==> src/rtl/stopwatch_pkg.sv <==
// Shared types and defaults for the stopwatch front-panel controller.
package stopwatch_pkg;

  typedef enum logic [1:0] {IDLE, RUN, LAP, PAUSE} sw_state_t;

  localparam int SW_TW_DEFAULT = 4;

endpackage

==> src/rtl/btn_debounce.sv <==
// One push-button path: 2-FF synchronizer, debounce counter and press detector.
// press_pulse is a registered single-cycle pulse on each accepted rising level.
module btn_debounce #(
  parameter int DEBOUNCE_CYCLES = 16
) (
  input  logic clk,
  input  logic reset_n,
  input  logic raw,
  output logic press_pulse
);

  localparam int CW = (DEBOUNCE_CYCLES > 1) ? $clog2(DEBOUNCE_CYCLES) : 1;
  localparam logic [CW-1:0] CNT_LAST = CW'(DEBOUNCE_CYCLES - 1);

  logic          sync1_q;
  logic          sync2_q;
  logic          stable_q;
  logic          pulse_q;
  logic [CW-1:0] cnt_q;

  // The counter tracks consecutive synced samples that differ from the accepted level;
  // any sample agreeing with the accepted level restarts the qualification.
  always_ff @(posedge clk or negedge reset_n) begin
    if (!reset_n) begin
      sync1_q  <= 1'b0;
      sync2_q  <= 1'b0;
      stable_q <= 1'b0;
      pulse_q  <= 1'b0;
      cnt_q    <= '0;
    end else begin
      sync1_q <= raw;
      sync2_q <= sync1_q;
      pulse_q <= 1'b0;
      if (sync2_q == stable_q) begin
        cnt_q <= '0;
      end else if (cnt_q == CNT_LAST) begin
        stable_q <= sync2_q;
        pulse_q  <= sync2_q;
        cnt_q    <= '0;
      end else begin
        cnt_q <= cnt_q + 1'b1;
      end
    end
  end

  assign press_pulse = pulse_q;

endmodule

==> src/rtl/stopwatch_ctrl.sv <==
// Front-panel controller: debounced buttons drive a 4-state FSM that pulses the
// counter's toggle/reset inputs and freezes the display for lap splits.
module stopwatch_ctrl
  import stopwatch_pkg::*;
#(
  parameter int TW              = SW_TW_DEFAULT,
  parameter int DEBOUNCE_CYCLES = 16
) (
  input  logic          clk,
  input  logic          reset_n,
  input  logic          btn_ss,
  input  logic          btn_lap,
  input  logic          btn_clr,
  input  logic [TW-1:0] timer_in,
  output logic          sw_toggle,
  output logic          sw_reset,
  output logic [TW-1:0] display,
  output logic          running,
  output logic          lap_active
);

  logic ss_ev;
  logic lap_ev;
  logic clr_ev;

  sw_state_t     state_q;
  logic          sw_toggle_q;
  logic          sw_reset_q;
  logic          running_q;
  logic          lap_active_q;
  logic [TW-1:0] lap_q;

  btn_debounce #(.DEBOUNCE_CYCLES(DEBOUNCE_CYCLES)) u_db_ss (
    .clk(clk), .reset_n(reset_n), .raw(btn_ss), .press_pulse(ss_ev)
  );

  btn_debounce #(.DEBOUNCE_CYCLES(DEBOUNCE_CYCLES)) u_db_lap (
    .clk(clk), .reset_n(reset_n), .raw(btn_lap), .press_pulse(lap_ev)
  );

  btn_debounce #(.DEBOUNCE_CYCLES(DEBOUNCE_CYCLES)) u_db_clr (
    .clk(clk), .reset_n(reset_n), .raw(btn_clr), .press_pulse(clr_ev)
  );

  // sw_reset resets high so the counter is cleared once as reset releases.
  // Within a state only the events it acts on compete: clr beats ss beats lap.
  always_ff @(posedge clk or negedge reset_n) begin
    if (!reset_n) begin
      state_q      <= IDLE;
      sw_toggle_q  <= 1'b0;
      sw_reset_q   <= 1'b1;
      running_q    <= 1'b0;
      lap_active_q <= 1'b0;
      lap_q        <= '0;
    end else begin
      sw_toggle_q <= 1'b0;
      sw_reset_q  <= 1'b0;
      case (state_q)
        IDLE: begin
          if (clr_ev) begin
            sw_reset_q <= 1'b1;
          end else if (ss_ev) begin
            state_q     <= RUN;
            sw_toggle_q <= 1'b1;
            running_q   <= 1'b1;
          end
        end
        RUN: begin
          if (ss_ev) begin
            state_q     <= PAUSE;
            sw_toggle_q <= 1'b1;
            running_q   <= 1'b0;
          end else if (lap_ev) begin
            state_q      <= LAP;
            lap_q        <= timer_in;
            lap_active_q <= 1'b1;
          end
        end
        LAP: begin
          if (ss_ev) begin
            state_q      <= PAUSE;
            sw_toggle_q  <= 1'b1;
            running_q    <= 1'b0;
            lap_active_q <= 1'b0;
          end else if (lap_ev) begin
            state_q      <= RUN;
            lap_active_q <= 1'b0;
          end
        end
        PAUSE: begin
          if (clr_ev) begin
            state_q    <= IDLE;
            sw_reset_q <= 1'b1;
          end else if (ss_ev) begin
            state_q     <= RUN;
            sw_toggle_q <= 1'b1;
            running_q   <= 1'b1;
          end
        end
        default: state_q <= IDLE;
      endcase
    end
  end

  assign sw_toggle  = sw_toggle_q;
  assign sw_reset   = sw_reset_q;
  assign running    = running_q;
  assign lap_active = lap_active_q;
  assign display    = lap_active_q ? lap_q : timer_in;

endmodule

==> config.mk <==
export PLATFORM = sky130hd
export DESIGN_NAME = stopwatch_ctrl
export DESIGN_NICKNAME = d
export VERILOG_FILES = /design/src/rtl/stopwatch_pkg.sv /design/src/rtl/btn_debounce.sv /design/src/rtl/stopwatch_ctrl.sv
export SDC_FILE = /design/constraint.sdc
export NUM_CORES = 1
export LEC_CHECK = 0
export CAP_MARGIN = 15
export CORE_UTILIZATION = 41
export CTS_CLUSTER_DIAMETER = 50
export DETAILED_ROUTE_END_ITERATION = 8
export HOLD_SLACK_MARGIN = 0.06
export PLACE_DENSITY = 0.72
export SLEW_MARGIN = 10
export SYNTH_ARGS = -nofsm -noshare
export SYNTH_HDL_FRONTEND = slang
export SYNTH_HIERARCHICAL = 1
export SYNTH_SLANG_ARGS = --single-unit
export TNS_END_PERCENT = 10
==> constraint.sdc <==
create_clock -name clk -period 3.3 [get_ports clk]
set_input_delay 0.33 -clock clk [delete_from_list [all_inputs] [get_ports clk]]
set_output_delay 0.33 -clock clk [all_outputs]
set_load 0.1 [all_outputs]
==> results of run 1 <==
-- per-stage QoR --
stage	hold slack, ps	power, mW	instance area (sq um)	cells	util
2_1_floorplan	34.4	0.493	1490	110	-
3_5_place_dp	335	0.522	1690	172	0.495
5_1_grt	377	0.946	1800	180	0.528
3_3_place_gp	333	0.519	1690	172	0.495
4_1_cts	359	0.922	1800	180	0.528
6_report	357	0.909	1800	180	0.528
-- sequential cells by signal, summed over array words and instances, names as in the netlist --
signal                cells
u_db_lap/stable_q         1
u_db_ss/sync2_q           1
sw_toggle                 1
u_db_lap/sync1_q          1
u_db_clr/sync2_q          1
state_q                   2
running                   1
u_db_ss/sync1_q           1
u_db_lap/sync2_q          1
u_db_lap/cnt_q            4
u_db_clr/cnt_q            4
u_db_clr/stable_q         1
u_db_ss/cnt_q             4
u_db_lap/press_pulse      1
u_db_ss/press_pulse       1
u_db_clr/sync1_q          1
sw_reset                  1
lap_q                     4
lap_active                1
u_db_ss/stable_q          1
u_db_clr/press_pulse      1
-- cell families (layout without fill, tap and decap cells) --
logic type	after synthesis	in the layout
buf+inv	5	29
xor+xnor	6	6
compound gates	21	21
flops	34	34
fa+ha+maj	8	8
mux	11	11
simple gates	25	25
-- cell type report --
type                    instances  area [sq um]  area share
clock buffers                   6          51.3      0.0285
clock inverters                 2          60.1      0.0333
inverters                       4          15.0     0.00833
multi-input cells              71           609       0.338
flip-flops and latches         34           852       0.473
well taps                      46          57.6      0.0319
repair buffers                 17           158      0.0874
-- placed cells by master, fill, tap and decap left out, drive strengths merged, types with 2 or more instances in the layout --
cell            n
dfrtp          33
nor2            5
nand2           4
o21ai           4
a31oi           3
buf             5
xnor2           6
mux2           11
a311oi          3
a21oi           5
o31ai           2
inv             4
a21o            3
nor3b           6
nor2b           5
clkbuf          6
ha              8
bufinv          2
nand3           3
clkdlybuf4s50  12
-- power breakdown --
part / leakage (nW) / internal (mW) / switching (mW)
Combinational: 0.350 / 0.0286 / 0.0402
Sequential: 0.441 / 0.432 / 0.0125
Clock: 0.0585 / 0.257 / 0.139
Total: 0.849 / 0.717 / 0.192
-- path summary, 6_finish.rpt --
check | startpoint | to | slack, ps
min in group asynchronous | reset_n | u_db_ss/press_pulse | 370
max in group asynchronous | reset_n | sw_reset | 2580
max | lap_active | lap_active | 960
min reg2reg | u_db_ss/sync1_q | u_db_ss/sync2_q | 360
min | u_db_ss/sync1_q | u_db_ss/sync2_q | 360
max reg2reg | state_q[0] | state_q[0] | 1780
-- routing by layer --
layer	routed length, um	part of all wire
met3	78	0.035
met2	1110	0.50
met1	1030	0.46
met4	10	0.0045
met5	0	0
==> flow_summary.yaml, run 1 <==
detailed_routing:
  drc: 0
  ant_nets: 0
  vias_per_cell: 4.88
  num_vias: 878
  wirelength_um: 2220
  routedWlPerCell_um: 12.4
  dr.first_iter.drc_count: 41
  first_pass_iters: 3
synth:
  synth_mux_area_frac: 0.0908
  synth_top_cells_by_count: "33 x dfrtp_1, 8 x ha_1, 8 x mux2_2, 6 x nor3b_1, 6 x xnor2_1"
  syn_area_sq_um: 1490
  synth_fa_ha_area_frac: 0.0673
  synthSimpleGateAreaFrac: 0.114
  synth_top_family_by_area: "simple AND/OR/NAND/NOR gates"
  ys_types: 25
  ys_warn_count: 6
  yosysTopAreaCellShare: 0.555
  async_flop_share: 1.00
  syn_inst: 110
  synth_nets: 127
  synth_edf_count: 0
  ys_ff_latch: 34
  synth_area_leaders: "dfrtp_1 56%, ha_1 6.7%, mux2_2 6.1%, xnor2_1 3.5%, mux2_4 3.0%"
  synth_compound_gate_area_share: 0.103
  yosysTopAreaCell: "dfrtp_1"
  synthXorXnorAreaFrac: 0.0353
  synth.most_common_cell: "dfrtp_1"
  avgSynthCellArea_sq_um: 13.5
  synth_ff_type: "dfrtp_1"
  ys_seq_area_frac: 0.573
timing:
  fmax_ghz: 0.427
  clock_skew_ps: 11.1
  post-route-min-period_ps: 2340
  setup_viol: 0
  drv_slew: 0
  worstMarginPinSlew_ps: 973
  maxSlewHeadroom: 0.349
  layout_setup_ws_ps: 959
  hold_viol: 0
  fin_crit_sh: 0.709
  rsz0062_at_grt: "false"
  setup-tns-final_ps: 0
clocking:
  insertion_delay_ps: 340
  path_clk_slew_ps: 100
  cts_tree: "done"
  cts_buffers: 5
  cts_hold_buf: 0
  clock_path_buffers: 2
  postCtsSetupBuffers: 0
  htreeDepth: 2
  cts_resized: 0
  cts-root-buf: "clkbuf_4"
  clock_sinks: 34
die:
  dieWidth_um: 62.2
  io_pins: 17
  coreArea_sq_um: 3420
  fp.dieArea_sq_um: 3870
  placementRows: 21
  initial_core_util: 0.436
  die_y_um: 62.2
global_route:
  antenna_found_initial: 0
  use_met2: 0.203
  grt_pass1_wl_um: 4000
  grt_max_degree: 35
  grt_remaining_overflow: 0
  grt.busiest_layer: "met2"
  gr-usage-met1: 0.169
  grt_pass1_vias: 891
  met3_usage: 0.0607
  grtUsageTotal: 0.136
power:
  vdd_ir_drop_max_mv: 0.294
  leakagePower_nw: 0.849
  power.density_nw_per_um2: 504
critical_path:
  crit_family: "buffers and inverters"
  cp.depth: 1
  crit_required_ps: 2970
  reg2reg_depth: 5
  cp-start-kind: "flip-flop"
  max_stage_delay_ps: 1190
  path_cells: "clkdlybuf4s50_1"
  crit_type: "reg2out"
  cp_max_fo: 7
  cp_num_buf_inv: 1
  worst_path_max_delay_cell: "clkdlybuf4s50_1"
  end_kind: "output pin"
  arrival_ps: 2010
final_layout:
  antenna_cells: 0
  drive_gt1_frac: 0.231
  area_delta_synth_final_pct: 21.2
  nNetsFinal: 150
  n_fill_cell: 300
placed_design:
  portBuffers: 16
  finalWeightedCongestion: 0.771
  dp_slack_ps: 1320
  hpwl_um: 1590
run:
  cap_violations: 0
hold_path:
  hold_depth: 0
  hp-class: "reg2reg"
run_status:
  outcome: "finished, final reports clean"
Power figures use the tool's default switching activity.
==> inputs of run 2 (changes only) <==
--- a/config.mk
+++ b/config.mk
@@ -10,7 +10,7 @@
 export CTS_CLUSTER_DIAMETER = 50
 export DETAILED_ROUTE_END_ITERATION = 8
 export HOLD_SLACK_MARGIN = 0.06
-export PLACE_DENSITY = 0.72
+export PLACE_DENSITY = 0.75
 export SLEW_MARGIN = 10
 export SYNTH_ARGS = -nofsm -noshare
 export SYNTH_HDL_FRONTEND = slang
==> constraint.sdc (replaced) <==
create_clock -name clk -period 1.9 [get_ports clk]
set_input_delay 0.19 -clock clk [delete_from_list [all_inputs] [get_ports clk]]
set_output_delay 0.19 -clock clk [all_outputs]
set_load 0.1 [all_outputs]
==> flow_summary.yaml, run 2 (same netlist as run 1, synthesis figures left out) <==
timing:
  post-route-min-period_ps: 1650
  fmax_ghz: 0.607
  hold_viol: 0
  maxSlewHeadroom: 0.720
  rsz0062_at_grt: "false"
  fin_crit_sh: 0.866
  clock_skew_ps: 10.1
  hold_ws_ps: 240
  drv_slew: 0
  setup-tns-final_ps: 0
  layout_setup_ws_ps: 254
  setup_viol: 0
  worstMarginPinSlew_ps: 419
final_layout:
  final_common_cell: "dfrtp_1"
  nNetsFinal: 150
  drive_gt1_frac: 0.261
  final_cell_mix: "33 x dfrtp_1, 8 x mux2_2, 8 x ha_1, 8 x clkdlybuf4s50_1"
  antenna_cells: 0
  n_fill_cell: 290
  area_delta_synth_final_pct: 20.7
  design_area_sq_um: 1800
power:
  power.density_nw_per_um2: 738
  leakagePower_nw: 0.851
  vdd_ir_drop_max_mv: 0.408
  power_mw: 1.33
critical_path:
  cp.depth: 2
  cp-start-kind: "flip-flop"
  crit-reg2reg-launch: "state_q[0]"
  r2r_end: "state_q[0]"
  r2r_slack_ps: 380
  crit_type: "reg2out"
  cp_num_buf_inv: 1
  cp_max_fo: 7
  path_cells: "mux2_2, buf_12"
  max_stage_delay_ps: 520
  crit_required_ps: 1710
  end_kind: "output pin"
  arrival_ps: 1460
  reg2reg_depth: 5
  crit_family: "flip-flops"
  worst_path_max_delay_cell: "dfrtp_1"
die:
  die_y_um: 62.2
  fp.dieArea_sq_um: 3870
  dieWidth_um: 62.2
  initial_core_util: 0.436
  coreArea_sq_um: 3420
  io_pins: 17
  placementRows: 21
global_route:
  grt_pass1_vias: 933
  antenna_found_initial: 0
  grt_pass1_wl_um: 4130
  grt_max_degree: 35
  grt_remaining_overflow: 0
  grtUsageTotal: 0.145
detailed_routing:
  first_pass_iters: 4
  drc: 0
  num_vias: 904
  wirelength_um: 2410
  routedWlPerCell_um: 13.4
  vias_per_cell: 5.02
  dr.first_iter.drc_count: 49
  ant_nets: 0
clocking:
  postCtsSetupBuffers: 0
  insertion_delay_ps: 340
  clock_path_buffers: 2
  cts_tree: "done"
  cts_resized: 0
  clock_sinks: 34
  cts_buffers: 5
  cts_hold_buf: 0
  path_clk_slew_ps: 100
  htreeDepth: 2
  cts-root-buf: "clkbuf_4"
placed_design:
  dp_slack_ps: 378
  finalWeightedCongestion: 0.794
  dpl_cell_area_sq_um: 1730
  portBuffers: 16
  hpwl_um: 1770
hold_path:
  hp-class: "in2async"
run_status:
  outcome: "finished, final reports clean"
run:
  cap_violations: 0
run 2: cell count changes in the layout (fill, tap and decap cells not counted):
cell / previous run / this run
clkinv_2: 0 / 1
clkdlybuf4s50_1: 12 / 8
bufinv_16: 2 / 0
clkinvlp_4: 0 / 1
buf_12: 0 / 4
run 2: power breakdown:
part           switching (mW)  total, mW  leakage [nW]  internal [mW]
combinational          0.0731      0.134         0.377         0.0612
sequential             0.0216      0.771         0.441          0.750
clock                   0.242      0.420        0.0343          0.178
total                   0.337       1.33         0.851          0.988
run 2: worst max-delay path by stage:
stage / start / to / slack [ps]
finish: lap_active / display[0] / 250
global route: lap_active / display[0] / 200
CTS: lap_active / display[0] / 240
detailed placement: state_q[0] / state_q[0] / 380
global placement: state_q[0] / state_q[0] / 490
floorplan: lap_active / display[0] / 50
run 2: cell type report:
class                   instances  area, sq um  share of cell area
flip-flops and latches         34          852               0.475
multi-input cells              71          609               0.339
repair buffers                 17          198               0.110
well taps                      46         57.6              0.0321
clock buffers                   6         51.3              0.0286
inverters                       4         15.0             0.00836
clock inverters                 2         12.5             0.00697
run 2: metrics by stage:
stage	instances	utilization
6_report	180	0.526
5_1_grt	180	0.526
4_1_cts	180	0.526
3_5_place_dp	172	0.507
3_3_place_gp	172	0.507
2_1_floorplan	110	-
run 2: metal layers:
| metal | part of all wire | GRT usage | vias up |
|---|---|---|---|
| met4 | 0.044 | 0.116 | 0 |
| li1 | - | - | 437 |
| met2 | 0.49 | 0.227 | 18 |
| met1 | 0.43 | 0.167 | 438 |
| met3 | 0.035 | 0.0386 | 11 |
| met5 | 0 | 0 | - |
==> inputs of run 3 (changes only) <==
--- a/config.mk
+++ b/config.mk
@@ -5,7 +5,7 @@
 export SDC_FILE = /design/constraint.sdc
 export NUM_CORES = 1
 export LEC_CHECK = 0
-export CAP_MARGIN = 15
+export CORE_MARGIN = 4
 export CORE_UTILIZATION = 41
 export CTS_CLUSTER_DIAMETER = 50
 export DETAILED_ROUTE_END_ITERATION = 8
==> flow_summary.yaml, run 3 (same netlist as run 1, synthesis figures left out) <==
detailed_routing:
  first_pass_iters: 4
  dr_wl_met2_um: 1200
  wirelength_um: 2380
  routed-wl-met3_um: 105
  routedWlPerCell_um: 13.2
  drt-met1-wl_um: 1050
  top_layer: "met4"
  ant_nets: 0
  drc: 0
  vias_per_cell: 4.99
  num_vias: 898
  dr.first_iter.drc_count: 83
power:
  power_frac_seq: 0.541
  switchingPower_mw: 0.342
  vdd_ir_drop_max_mv: 0.443
  power_frac_comb: 0.095
  power.density_nw_per_um2: 788
  internal-power_mw: 1.08
  p_clk_frac: 0.363
  power_switching_share: 0.240
  leakagePower_nw: 0.862
critical_path:
  crit_required_ps: 1710
  end_kind: "output pin"
  reg2reg_depth: 5
  arrival_ps: 1400
  crit-reg2reg-launch: "state_q[0]"
  r2r_end: "state_q[0]"
  r2r_slack_ps: 400
  cp-start-kind: "flip-flop"
  crit_type: "reg2out"
  endpoint: "display[2]"
  cp_max_fo: 7
  crit_start: "lap_active"
die:
  initial_core_util: 0.436
  coreArea_sq_um: 3420
  die_y_um: 68.2
  dieWidth_um: 68.2
  fp.dieArea_sq_um: 4660
  placementRows: 21
  io_pins: 17
final_layout:
  drive_gt1_frac: 0.261
  final_common_cell: "dfrtp_1"
  area_delta_synth_final_pct: 21.6
  final_cell_mix: "33 x dfrtp_1, 8 x mux2_2, 8 x ha_1, 8 x clkdlybuf4s50_1"
  n_fill_cell: 292
  fin_cells: 180
  design_area_sq_um: 1810
  antenna_cells: 0
  nNetsFinal: 150
timing:
  fin_crit_sh: 0.839
  worstMarginPinSlew_ps: 412
  drv_slew: 0
  maxSlewHeadroom: 0.725
  setup-tns-final_ps: 0
  hold_viol: 0
  rsz0062_at_grt: "false"
  clock_skew_ps: 11.2
  post-route-min-period_ps: 1590
  layout_setup_ws_ps: 306
  fmax_ghz: 0.627
  setup_viol: 0
clocking:
  cts_hold_buf: 0
  cts-root-buf: "clkbuf_4"
  cts_resized: 0
  cts_tree: "done"
  clock_path_buffers: 2
  htreeDepth: 2
  postCtsSetupBuffers: 0
  insertion_delay_ps: 340
  clock_sinks: 34
  cts_buffers: 5
  path_clk_slew_ps: 110
run_status:
  outcome: "finished, final reports clean"
run:
  cap_violations: 0
placed_design:
  finalWeightedCongestion: 0.793
  hpwl_um: 1730
  dpl_cell_area_sq_um: 1730
  dp_slack_ps: 411
  dp.cells: 172
  portBuffers: 16
global_route:
  antenna_found_initial: 0
  grt_pass1_wl_um: 4310
  grt_remaining_overflow: 0
  grtUsageTotal: 0.128
  grt_max_degree: 35
  grt_pass1_vias: 984
hold_path:
  hp-class: "in2async"
run 3: cell types whose count changed in the layout (fill, tap and decap cells not counted), sizes merged:
cell	before	now
bufinv	0	1
clkbuf	6	5
clkinv	1	2
clkinvlp	1	0
run 3: worst max-delay path: stages (launching register included):
cell and delay [ps]:
dfrtp_1 490, mux2_2 400, buf_12 170
run 3: stage by stage:
step	power (mW)	hold WS, ps	util
after CTS	1.45	226	0.530
after detailed placement	0.922	335	0.507
after floorplan	0.856	-106	-
after global placement	0.914	333	0.507
after global routing	1.50	251	0.530
final	1.43	234	0.530
run 3: power groups by stage:
| stage | clock network [mW] | registers, mW | logic, mW |
|---|---|---|---|
| global route | 0.576 | 0.776 | 0.149 |
| floorplan | 0 | 0.781 | 0.0754 |
| CTS | 0.539 | 0.771 | 0.138 |
| finish | 0.518 | 0.772 | 0.136 |
| global placement | 0 | 0.783 | 0.132 |
| detailed placement | 0 | 0.785 | 0.137 |
run 3: worst min-delay path by stage:
stage | start | to | slack, ps
floorplan | reset_n | lap_active | -110
global placement | u_db_ss/sync1_q | u_db_ss/sync2_q | 330
detailed placement | u_db_lap/sync1_q | u_db_lap/sync2_q | 330
CTS | reset_n | u_db_lap/stable_q | 230
global route | btn_lap | u_db_lap/sync1_q | 250
finish | reset_n | u_db_lap/stable_q | 230
run 3: cell type report:
type,count,area (sq um),share of cell area
inverter,4,15.0,0.00830
clock inverter,3,40.0,0.0221
multi-input combinational,71,609,0.337
timing repair buffer,17,198,0.109
clock buffer,5,37.5,0.0207
tap,46,57.6,0.0318
sequential,34,852,0.471
run 3: per-layer routing:
layer / global-route usage / up-vias
met5: 0 / -
li1: - / 438
met3: 0.0608 / 6
met2: 0.205 / 15
met1: 0.148 / 439
met4: 0.0521 / 0
